[src/rtl/hpc_avalon_host.sv]
// Avalon-MM master that sequences one full testbench-wrapper run: reset pulse,
// enable, timed run, disable, settle, then read back the three result registers.
`timescale 1ns/1ps
module hpc_avalon_host #(
    parameter int WIDTH         = 32,
    parameter int READ_LATENCY  = 1,
    parameter int SETTLE_CYCLES = 4
) (
    input  logic             clk,
    input  logic             reset,
    input  logic             i_start,
    input  logic             i_abort,
    input  logic [WIDTH-1:0] i_run_len,
    output logic             o_busy,
    output logic             o_done,
    output logic [WIDTH-1:0] o_data_ctr,
    output logic [WIDTH-1:0] o_event_ctr,
    output logic [WIDTH-1:0] o_rand,
    output logic [4:0]       master_address,
    output logic             master_read,
    output logic             master_write,
    output logic [WIDTH-1:0] master_writedata,
    input  logic [WIDTH-1:0] master_readdata,
    output logic [3:0]       dbg_state
);

    typedef enum logic [3:0] {
        IDLE       = 4'd0,
        WR_RST_ON  = 4'd1,
        WR_RST_OFF = 4'd2,
        WR_EN_ON   = 4'd3,
        RUN        = 4'd4,
        WR_EN_OFF  = 4'd5,
        SETTLE     = 4'd6,
        RD_O1      = 4'd7,
        WAIT_O1    = 4'd8,
        RD_O2      = 4'd9,
        WAIT_O2    = 4'd10,
        RD_O3      = 4'd11,
        WAIT_O3    = 4'd12,
        DONE       = 4'd13
    } state_t;

    localparam logic [WIDTH-1:0] ONE         = WIDTH'(1);
    localparam logic [WIDTH-1:0] SETTLE_LAST = WIDTH'((SETTLE_CYCLES > 0) ? SETTLE_CYCLES - 1 : 0);
    localparam logic [WIDTH-1:0] RD_LAST     = WIDTH'(READ_LATENCY - 1);

    localparam logic [4:0] ADDR_CTRL  = 5'h00;
    localparam logic [4:0] ADDR_EN    = 5'h04;
    localparam logic [4:0] ADDR_DATA  = 5'h08;
    localparam logic [4:0] ADDR_EVENT = 5'h0C;
    localparam logic [4:0] ADDR_RAND  = 5'h10;

    state_t           state_q, state_d;
    logic [WIDTH-1:0] cnt_q, cnt_d;
    logic [WIDTH-1:0] run_len_q;

    logic             wr_d, rd_d;
    logic [4:0]       addr_d;
    logic [WIDTH-1:0] wdata_d;

    always_comb begin
        state_d = state_q;
        case (state_q)
            IDLE:       if (i_start) state_d = WR_RST_ON;
            WR_RST_ON:  state_d = WR_RST_OFF;
            WR_RST_OFF: state_d = WR_EN_ON;
            WR_EN_ON:   state_d = (run_len_q == '0) ? WR_EN_OFF : RUN;
            RUN:        if (i_abort || cnt_q == run_len_q - ONE) state_d = WR_EN_OFF;
            WR_EN_OFF:  state_d = (SETTLE_CYCLES == 0) ? RD_O1 : SETTLE;
            SETTLE:     if (cnt_q == SETTLE_LAST) state_d = RD_O1;
            RD_O1:      state_d = WAIT_O1;
            WAIT_O1:    if (cnt_q == RD_LAST) state_d = RD_O2;
            RD_O2:      state_d = WAIT_O2;
            WAIT_O2:    if (cnt_q == RD_LAST) state_d = RD_O3;
            RD_O3:      state_d = WAIT_O3;
            WAIT_O3:    if (cnt_q == RD_LAST) state_d = DONE;
            DONE:       state_d = IDLE;
            default:    state_d = IDLE;
        endcase
    end

    // One shared counter times RUN, SETTLE and the read waits; it restarts on every state change.
    always_comb begin
        cnt_d = '0;
        if (state_d == state_q && state_q != IDLE) cnt_d = cnt_q + ONE;
    end

    // Bus outputs are decoded from the next state so the registered command lands in the state's own cycle.
    always_comb begin
        wr_d    = 1'b0;
        rd_d    = 1'b0;
        addr_d  = '0;
        wdata_d = '0;
        case (state_d)
            WR_RST_ON:  begin wr_d = 1'b1; addr_d = ADDR_CTRL; wdata_d = ONE; end
            WR_RST_OFF: begin wr_d = 1'b1; addr_d = ADDR_CTRL; end
            WR_EN_ON:   begin wr_d = 1'b1; addr_d = ADDR_EN;   wdata_d = ONE; end
            WR_EN_OFF:  begin wr_d = 1'b1; addr_d = ADDR_EN;   end
            RD_O1:      begin rd_d = 1'b1; addr_d = ADDR_DATA;  end
            RD_O2:      begin rd_d = 1'b1; addr_d = ADDR_EVENT; end
            RD_O3:      begin rd_d = 1'b1; addr_d = ADDR_RAND;  end
            default:    ;
        endcase
    end

    always_ff @(posedge clk or negedge reset) begin
        if (!reset) begin
            state_q          <= IDLE;
            cnt_q            <= '0;
            run_len_q        <= '0;
            o_busy           <= 1'b0;
            o_done           <= 1'b0;
            master_write     <= 1'b0;
            master_read      <= 1'b0;
            master_address   <= '0;
            master_writedata <= '0;
        end else begin
            state_q          <= state_d;
            cnt_q            <= cnt_d;
            o_busy           <= (state_d != IDLE);
            o_done           <= (state_d == DONE);
            master_write     <= wr_d;
            master_read      <= rd_d;
            master_address   <= addr_d;
            master_writedata <= wdata_d;
            if (state_q == IDLE && i_start) run_len_q <= i_run_len;
        end
    end

    // Read data is valid in the last wait cycle; results hold until the next run overwrites them.
    always_ff @(posedge clk or negedge reset) begin
        if (!reset) begin
            o_data_ctr  <= '0;
            o_event_ctr <= '0;
            o_rand      <= '0;
        end else if (cnt_q == RD_LAST) begin
            if (state_q == WAIT_O1) o_data_ctr  <= master_readdata;
            if (state_q == WAIT_O2) o_event_ctr <= master_readdata;
            if (state_q == WAIT_O3) o_rand      <= master_readdata;
        end
    end

    assign dbg_state = state_q;

endmodule

[config.mk]
export PLATFORM = sky130hd
export DESIGN_NAME = hpc_avalon_host
export DESIGN_NICKNAME = d
export VERILOG_FILES = /design/src/rtl/hpc_avalon_host.sv
export SDC_FILE = /design/constraint.sdc
export NUM_CORES = 1
export LEC_CHECK = 0
export BUFFER_PORTS_ARGS = -buffer_cell sky130_fd_sc_hd__buf_2
export CAP_MARGIN = 40
export CORE_MARGIN = 2
export CORE_UTILIZATION = 25
export DETAILED_ROUTE_END_ITERATION = 12
export PLACE_DENSITY = 0.46
export SETUP_SLACK_MARGIN = 0.3
export SYNTH_ARGS = -nofsm -noshare
export SYNTH_HDL_FRONTEND = slang
export SYNTH_SLANG_ARGS = --single-unit
[constraint.sdc]
create_clock -name clk -period 3.7 [get_ports clk]
set_input_delay 0.37 -clock clk [delete_from_list [all_inputs] [get_ports clk]]
set_output_delay 0.37 -clock clk [all_outputs]
set_load 0.02 [all_outputs]
==> flow_summary.toml <==
[worst_setup_path]
cp.arrival_ps = 3600
worstPathCellList = "inv_1, ha_2, nor4b_4, or4b_4, buf_4, nor4_4, o22ai_2, nor4_2, nand4_1, o31ai_4, buf_4, buf_12, nor4_1"
slowest_delay_ps = 550
path_class = "flop to flop"
crit_top_cell = "buf_4"
critPathCaptureType = "flop"
path_max_fanout = 17
cp_slowest_cell = "or4b_4"
cp-start-kind = "flop"
required_ps = 4000

[yosys]
synth_top_area_share_pct = 50.7
syn_area_um2 = 8480
synth_edf_count = 0
netlist_top_cells_area = "dfrtp_1, mux2_2, nand2_1, xnor2_1, nor4_1"
synth_top_area_cell = "dfrtp_1"
synth_area_per_cell_um2 = 10.7
yosys_warnings = 0
seq_area_frac_synth_pct = 50.7
netlist-cell-type-count = 55
ys_ff_latch = 172
async_flop_share_pct = 100
synthFlopType = "dfrtp_1"
synthCells = 792

[sta]
drv_slew = 0
hold_viol = 0
setup_ws_ps = 400
layout_min_cycle_time_ps = 3300
fin_skew_ps = 18.8
relSlewSlack_pct = 56.7
rsz0062_at_grt = "false"
timing.final.crit_share_pct = 89.2
tightest_slew_ps = 644
fmax_mhz = 303
setup_violations = 0
finalSetupTns_ps = 0
whs_ps = 140

[floorplanning]
dieArea_um2 = 35400
floorplan.initialDensity_pct = 25.4
rows = 67
fp.dieH_um = 188
ioPinCount = 209
core_area_um2 = 33400
die_w_um = 188

[drt]
first_pass_iters = 4
wl_met1_um = 11100
dr_wl_met2_um = 10900
ant_nets = 0
vias = 6472
wl_um = 24200
drc = 0
drt_iter0_markers = 335
wl_met3_um = 1900
wire_per_inst_um = 16.9
avgViaCountPerCell = 4.52
top_layer = "met5"

[clock_tree]
cts_tree = "done"
cts_root_buffer = "clkbuf_16"
path_clk_slew_ps = 70
cts.sinks = 172
cts_buffers = 17
clock_latency_ps = 450
cts.htree.levels = 4
cts.path.max_buffers = 2

[run_status]
run_status = "finished, final reports clean"

[cells_and_area]
n_fill_cell = 3456
final_nets = 1043
n_antenna_cell = 0
drive_above_1_share_pct = 37.5
area_growth_syn_to_layout_pct = 25.4

[grt]
grt_pass1_vias = 6368
grt_first_pass_wirelength_um = 37200
antenna_found_initial = 1
grt_max_degree = 60
grt_util_all_layers_pct = 13.5
overflow = 0

[hold_path]
hold_class = "primary input to flop"

[power_and_ir_drop]
p_leak_nw = 4.71
power_density_nw_per_um2 = 874
ir_drop_v = 0.000469

[place]
dp_slack_ps = 309
portBuffers = 175
hpwl_um = 16300
place_congestion = 0.823

[job]
cap_violations = 0
-- worst paths after layout --
check	slack (ps)	startpoint	cells after the start	end
worst max-delay path	400	run_len_q[0]	13	cnt_q[20]
worst min-delay path	140	master_readdata[8]	3	o_rand[8]
worst max register to register	400	run_len_q[0]	13	cnt_q[20]
worst min register to register	470	o_rand[0]	2	o_rand[0]
max in group asynchronous	2350	reset	3	run_len_q[12]
min in group asynchronous	450	reset	2	o_rand[15]
-- registers in the layout (all words and copies together), names as in the netlist --
register and flops:
o_event_ctr 32, master_write 1, o_rand 32, o_data_ctr 32, cnt_q 32, master_writedata 1, o_done 1, o_busy 1
master_address 3, dbg_state 4, master_read 1, run_len_q 32
-- Yosys cell counts, types with 4 or more instances --
| cell type | n |
|---|---|
| clkbuf_1 | 27 |
| mux2_2 | 96 |
| buf_4 | 37 |
| or4_1 | 10 |
| nor2_1 | 36 |
| a21oi_1 | 5 |
| o21ai_0 | 7 |
| xor2_1 | 26 |
| or2_2 | 5 |
| nand4b_1 | 4 |
| nand4_1 | 14 |
| dfrtp_1 | 172 |
| or3_1 | 8 |
| buf_1 | 8 |
| nor4_1 | 48 |
| and3_1 | 6 |
| inv_1 | 13 |
| xnor2_1 | 51 |
| nand3_1 | 24 |
| and4_1 | 4 |
| nor3_1 | 14 |
| nand2_1 | 129 |
-- repair_timing --
item | 4_1_cts | 5_1_grt
hold buffers | 1 | 0
buffers inserted | 0 | 8
endpoints found under the setup margin | 0 | 36
endpoints found under the hold margin | 55 | 0
resized for setup | 0 | 28
-- power breakdown --
group	switching (W)	internal, W	leakage [nW]
logic	0.00239	0.00166	2.30
clock network	0.000845	0.00108	0.305
registers	0.000654	0.00266	2.10
-- critical path, delay by kind of cell (launching register included) --
family / cells / cell delay [ps]
simple gates: 6 / 1540
buf+inv: 4 / 560
flops: 1 / 440
compound gates: 2 / 420
fa+ha+maj: 1 / 190
-- per-layer routing --
metal	track usage, %	up-vias
met2	20.2	197
met3	4.99	23
li1	-	3049
met4	4.27	2
met5	0	-
met1	18.2	3201
-- per-stage QoR --
step | utilization [%] | cell area, um^2 | total power, W | cells
after CTS | 31.1 | 10400 | 0.00917 | 1422
after floorplan | - | 8600 | 0.00587 | 824
after global placement | 29.2 | 9770 | 0.00717 | 1389
after detailed placement | 29.2 | 9770 | 0.00717 | 1389
after global routing | 31.8 | 10600 | 0.00990 | 1433
final | 31.8 | 10600 | 0.00930 | 1433
-- cells by family after synthesis --
kind of cell,synth area share [%]
simple gates,19.4
flops,50.7
mux,12.9
buf+inv,5.85
xor+xnor,7.95
compound gates,2.60
fa+ha+maj,0.560
other cells,0.0442
-- cell usage in the layout (no fill, tap or decap), drive strengths merged, types with 4 or more instances in the layout --
cell type  synthesis  routed
nor2              36      36
or3                9       9
nand3             24      24
dfrtp            172     172
buf               49     202
clkinv             0       6
xor2              26      26
o21ai              7       7
conb               1      33
or2                5       5
and3               6       6
or4               11      11
o31ai              4       4
mux2              96      96
a21oi              5       5
nor4              49      49
nand4b             4       4
clkbuf            27      19
nor3              15      15
and4               4       4
xnor2             51      51
nand4             14      14
inv               13      18
nand2            129     129
-- layout make-up --
type                    count  area, um^2  area share, %
multi-input cells         564        3960           37.2
clock buffers              18         429           4.03
flip-flops and latches    172        4310           40.5
repair buffers            204        1150           10.8
inverters                  13        48.8          0.459
well taps                 448         561           5.27
clock inverters            14         184           1.73
Power figures use the tool's default switching activity.
